`src/rtl/rand_step_ctrl.sv`:
```
// Single-clock sequencer for the 8-bit LFSR random-number datapath feeding seg_hex.
// Buttons are synchronised and debounced; the LFSR steps manually, auto-runs, or seed-loads.
module rand_step_ctrl #(
  parameter int unsigned DEBOUNCE_CYCLES = 16,
  parameter int unsigned AUTO_PERIOD     = 1000,
  parameter logic [7:0]  SEED            = 8'h01
) (
  input  logic        clk,
  input  logic        rst,
  input  logic        btn_step,
  input  logic        btn_mode,
  input  logic        btn_load,
  input  logic [7:0]  sw_seed,
  output logic [7:0]  rand_num,
  output logic        step_pulse,
  output logic        auto_mode,
  output logic [15:0] step_count
);

  localparam int unsigned DW = (DEBOUNCE_CYCLES > 2) ? $clog2(DEBOUNCE_CYCLES) : 1;
  localparam int unsigned PW = (AUTO_PERIOD > 2) ? $clog2(AUTO_PERIOD) : 1;
  localparam logic [DW-1:0] DBC_LAST = DW'(DEBOUNCE_CYCLES - 1);
  localparam logic [PW-1:0] PER_LAST = PW'(AUTO_PERIOD - 1);

  localparam logic ST_MANUAL = 1'b0;
  localparam logic ST_AUTO   = 1'b1;

  // Button index: 0 = step, 1 = mode, 2 = load
  logic [2:0]    w_btn_raw;
  logic [2:0]    r_sync1;
  logic [2:0]    r_sync2;
  logic [2:0]    r_deb;
  logic [2:0]    r_deb_d;
  logic [DW-1:0] r_dcnt [3];
  logic [7:0]    r_seed_s1;
  logic [7:0]    r_seed_s2;

  logic          r_state;
  logic [7:0]    r_rand;
  logic          r_pulse;
  logic [15:0]   r_cnt;
  logic [PW-1:0] r_period;

  logic [2:0]    w_ev;
  logic          w_ev_step;
  logic          w_ev_mode;
  logic          w_ev_load;
  logic [7:0]    w_lfsr_next;
  logic [7:0]    w_seed_eff;

  assign w_btn_raw = {btn_load, btn_mode, btn_step};

  // Debounced level follows the synced input only after DEBOUNCE_CYCLES consecutive mismatches.
  always_ff @(posedge clk or negedge rst) begin
    if (!rst) begin
      r_sync1   <= '0;
      r_sync2   <= '0;
      r_deb     <= '0;
      r_deb_d   <= '0;
      r_seed_s1 <= '0;
      r_seed_s2 <= '0;
      for (int unsigned i = 0; i < 3; i++) r_dcnt[i] <= '0;
    end else begin
      r_sync1   <= w_btn_raw;
      r_sync2   <= r_sync1;
      r_deb_d   <= r_deb;
      r_seed_s1 <= sw_seed;
      r_seed_s2 <= r_seed_s1;
      for (int unsigned i = 0; i < 3; i++) begin
        if (r_sync2[i] == r_deb[i]) begin
          r_dcnt[i] <= '0;
        end else if (r_dcnt[i] == DBC_LAST) begin
          r_deb[i]  <= r_sync2[i];
          r_dcnt[i] <= '0;
        end else begin
          r_dcnt[i] <= r_dcnt[i] + 1'b1;
        end
      end
    end
  end

  assign w_ev        = r_deb & ~r_deb_d;
  assign w_ev_step   = w_ev[0];
  assign w_ev_mode   = w_ev[1];
  assign w_ev_load   = w_ev[2];
  assign w_lfsr_next = {r_rand[4] ^ r_rand[3] ^ r_rand[2] ^ r_rand[0], r_rand[7:1]};
  assign w_seed_eff  = (r_seed_s2 == '0) ? SEED : r_seed_s2;

  // Priority chain load > mode > advance guarantees at most one rand_num change per cycle.
  always_ff @(posedge clk or negedge rst) begin
    if (!rst) begin
      r_state  <= ST_MANUAL;
      r_rand   <= SEED;
      r_pulse  <= 1'b0;
      r_cnt    <= '0;
      r_period <= '0;
    end else begin
      r_pulse <= 1'b0;
      if (w_ev_load) begin
        r_rand   <= w_seed_eff;
        r_cnt    <= '0;
        r_period <= '0;
        r_pulse  <= 1'b1;
      end else if (w_ev_mode) begin
        r_state  <= (r_state == ST_MANUAL) ? ST_AUTO : ST_MANUAL;
        r_period <= '0;
      end else if (r_state == ST_AUTO) begin
        if (r_period == PER_LAST) begin
          r_rand   <= w_lfsr_next;
          r_cnt    <= r_cnt + 16'd1;
          r_pulse  <= 1'b1;
          r_period <= '0;
        end else begin
          r_period <= r_period + 1'b1;
        end
      end else if (w_ev_step) begin
        r_rand  <= w_lfsr_next;
        r_cnt   <= r_cnt + 16'd1;
        r_pulse <= 1'b1;
      end
    end
  end

  assign rand_num   = r_rand;
  assign step_pulse = r_pulse;
  assign auto_mode  = (r_state == ST_AUTO);
  assign step_count = r_cnt;

endmodule

```
`config.mk`:
```
export PLATFORM = sky130hd
export DESIGN_NAME = rand_step_ctrl
export DESIGN_NICKNAME = d
export VERILOG_FILES = /design/src/rtl/rand_step_ctrl.sv
export SDC_FILE = /design/constraint.sdc
export NUM_CORES = 1
export LEC_CHECK = 0
export BUFFER_PORTS_ARGS = -buffer_cell sky130_fd_sc_hd__clkbuf_2
export CAP_MARGIN = 10
export CORE_MARGIN = 4
export CORE_UTILIZATION = 43
export DETAILED_ROUTE_END_ITERATION = 8
export GPL_TIMING_DRIVEN = 0
export PLACE_DENSITY = 0.61
export REMOVE_ABC_BUFFERS = 1
export SLEW_MARGIN = 25
export SYNTH_ARGS = -nofsm -noshare
export SYNTH_HDL_FRONTEND = slang
export SYNTH_SLANG_ARGS = --single-unit
export TNS_END_PERCENT = 1
```
`constraint.sdc`:
```
create_clock -name clk -period 2.4 [get_ports clk]
set_input_delay 0.12 -clock clk [delete_from_list [all_inputs] [get_ports clk]]
set_output_delay 0.12 -clock clk [all_outputs]
set_load 0.1 [all_outputs]
```
==> results.md <==
- Clk buf depth: 2
- TritonRoute pass-1 iters: 4
- Post-synth top area share: between 50% and 60%
- H-tree depth: 3
- Hold Path Class: input pin to asynchronous set/reset pin
- Gpl congestion: 0.7492
- Sequential cell area fraction in the yosys report: about three fifths
- Critical Path RT: 2.68 ns
- Critical Path Sink Type: flop
- Critical path class: flop to flop
- Sw Pwr: ~0.65 mW
- Pin count of the biggest net entering global routing: 42
- Crit-path slowest cell: or4_1
- Clock latency on the worst-skew pair: 0.35 ns
- Global-route usage over all layers: between 10% and 20%
- Row count: 31
- Vias/cell: 5.215
- # fillers: approximately 650
- Cell area after synthesis: about 3200 um2
- Antenna violations before repair: 0
- Mapped Cells: 300
- Crit path DAT: roughly 2.5 ns
- Drt drc: 0
- P_int: 1.776 mW
- Top Family by Delay on Critical Path: simple AND/OR/NAND/NOR gates
- Nets: 374
- Cell area after layout: around 3900 um2
- Post-route total power: about 2.4 mW
- Flop pwr share: 55.7%
- YS warnings: 0
- Die ar.: about 8800 um2
- Synth top area cells: dfrtp_1, a21oi_1, nor2_1, nand2_1, xnor2_1
- DP Worst Slack: -0.02540 ns
- Combinational power share: 5.6%
- I/O Pins: 39
- Critical Path Max Stage Delay: between 0.5 and 0.6 ns
- Main flop type after synthesis: dfrtp_1
- Dpl hpwl: roughly 3900 um
- Detailed-route wire length: between 6000 and 7000 um
- Layout Skew: around 0.0055 ns
- Fin. max-slew vios: 0
- Final Hold Violating Endpoints: 0
- Slew at the pin closest to its max-slew limit: a little under 0.6 ns
- Hold Slack: between 0.3 and 0.4 ns
- PortBufs: 38
- Vias: ~2400
- Seq cells post-synth: 76
- Fin cells: between 400 and 500
- Initial Utilization: 43.96%
- RSZ-0062 raised after global routing: no
- Layout cell share with drive strength beyond 1: 19.94%
- Post-synth ARST share: 100.0%
- Final Util: between 50% and 60%
- Nature of the critical path startpoint: flop
- CTS clk-pin slew, worst paths: 0.09 ns
- Unique cell type count in the Yosys netlist: 35
- Clock power frac: approximately two fifths
- Area leader, netlist: dfrtp_1
- Horiz. Die Dim: 93.89 um
- WP buf/inv: 1
- Post-synth EDFFs: 0
- Inst Count DP: approximately 430
- Congestion Overflow GR: 0
- First-pass GRT wire length: around 11000 um
- Pwr dens: about 630 nW/um2
- Total CTS buffers: 9
- CTS tree: yes
- Vias in the first global route: ~2300
- Slew Limit Headroom: about three fifths
- VDD IR max: 0.0003899 V
- DR iter-0 viols: 149
- Layout area overhead: 21.70%
- Setup ws final: approximately 0.15 ns
- Final setup violation count: 0
- Number of routed nets with antenna violations: 0
- Synth Area per Inst: roughly 11 um2
- Clock sink total: 76
- Status: finished, final reports clean
- Post-DP Area: roughly 3500 um2
- CP Max Fanout: 16
- WL/cell: approximately 13 um
- Max-cap violations: 0
- Fin crit period: roughly 2.3 ns
- CP Cell Sequence: ha_1, nand4b_1, nor4_4, buf_4, a31oi_4, or4_1, a21oi_1
- Chip height: around 94 um
- Root buffer cell: clkbuf_8
- Achievable Freq: 444.4 MHz
- Leak: about 1.7 nW
- Sw frac: around 27%
- Final setup TNS: 0 ns
- Period utilization: a little over nine tenths
- Antenna diodes: 0
- CORE AREA: just over 7000 um2
-- routing by layer --
metal	up-vias	wire length (um)	global-route usage (%)
li1	1176	-	-
met1	1166	2810	19.28
met2	45	2872	25.01
met3	12	324	5.048
met4	0	87	5.054
met5	-	0	0
-- sequential cells by signal, indices dropped and copies added, names as in the netlist --
| name | count |
|---|---|
| r_period | 10 |
| r_seed_s2 | 8 |
| r_seed_s1 | 8 |
| r_dcnt | 12 |
| r_sync2 | 3 |
| r_deb_d | 3 |
| rand_num | 8 |
| auto_mode | 1 |
| r_sync1 | 3 |
| step_count | 16 |
| step_pulse | 1 |
| r_deb | 3 |
-- placed cells by master (no fill, tap or decap), drive strengths merged, types with 4 or more instances in the layout --
cell type	count
dfrtp	75
clkbuf	47
a21oi	40
nor2	31
nand2	26
o21ai	17
nand3	14
inv	13
dlygate4sd3	12
xnor2	10
or3	10
nand4b	5
a31o	5
nand4	5
xor2	5
ha	5
buf	5
nor3	4
nor2b	4
-- layout make-up --
cell class	count	area, um2	share of cell area, %
Tap cell	99	123.9	3.209
Multi-Input combinational cell	207	1235	31.99
Inverter	7	26.28	0.6807
Clock buffer	9	123.9	3.209
Timing Repair Buffer	55	382.9	9.919
Clock inverter	7	65.06	1.686
Sequential cell	76	1903	49.30
-- worst register-to-register path, cell delays in order, from the launching register on --
cell and delay, ns:
dfrtp_1 0.40, ha_1 0.25, nand4b_1 0.17, nor4_4 0.27, buf_4 0.19, a31oi_4 0.18
or4_1 0.56, a21oi_1 0.15
-- worst paths after layout --
path | from | to | slack [ns] | cells past startpoint
worst max-delay path | r_period[0] | step_count[6] | 0.15 | 7
worst min-delay path | rst | r_dcnt[11] | 0.33 | 2
worst max register to register | r_period[0] | step_count[6] | 0.15 | 7
worst min register to register | r_seed_s1[1] | r_seed_s2[1] | 0.35 | 0
max in group asynchronous | rst | rand_num[0] | 1.42 | 3
min in group clk | r_seed_s1[1] | r_seed_s2[1] | 0.35 | 0
-- kinds of logic (layout without fill, tap and decap cells) --
logic type                 count (synthesis)  count (layout)  synth area share, %
muxes                                      3               3                1.065
DFF                                       76              76                60.00
AOI/OAI and AO/OA                         71              72                12.54
xor gates and xnor gates                  15              15                4.142
adders and majority gates                  5               5                1.972
and+or+nand+nor                          112             112                17.99
buffers and inverters                     18              78                2.288
-- synth_stat cells (3+ instances only) --
cell	instances
dfrtp_1	75
a21oi_1	40
nor2_1	31
nand2_1	26
o21ai_0	17
nand3_1	14
or3_1	10
xnor2_1	10
inv_1	7
clkbuf_1	6
a31o_2	5
ha_1	5
nand4_1	5
nand4b_1	5
xor2_1	5
buf_2	4
nor2b_1	4
nor3_1	4
mux2_2	3
nand2b_1	3
nor3b_1	3
-- power groups by stage --
| stage | clock [mW] | sequential (mW) | combinational (mW) |
|---|---|---|---|
| 6_report | 0.937 | 1.35 | 0.137 |
| 5_1_grt | 1.02 | 1.36 | 0.155 |
| 4_1_cts | 0.962 | 1.35 | 0.140 |
| 3_5_place_dp | 0 | 1.38 | 0.124 |
| 3_3_place_gp | 0 | 1.38 | 0.117 |
| 2_1_floorplan | 0 | 1.40 | 0.0410 |
-- what timing repair did --
| item | in CTS | in global routing |
|---|---|---|
| gates cloned | 1 | 0 |
| pin swaps | 2 | 0 |
| setup buffers | 3 | 0 |
| hold buffers | 12 | 0 |
| endpoints found under the setup margin | 1 | 7 |
| endpoints found under the hold margin | 51 | 0 |
| resized for setup | 0 | 1 |
(Power assumes the default switching activity.)
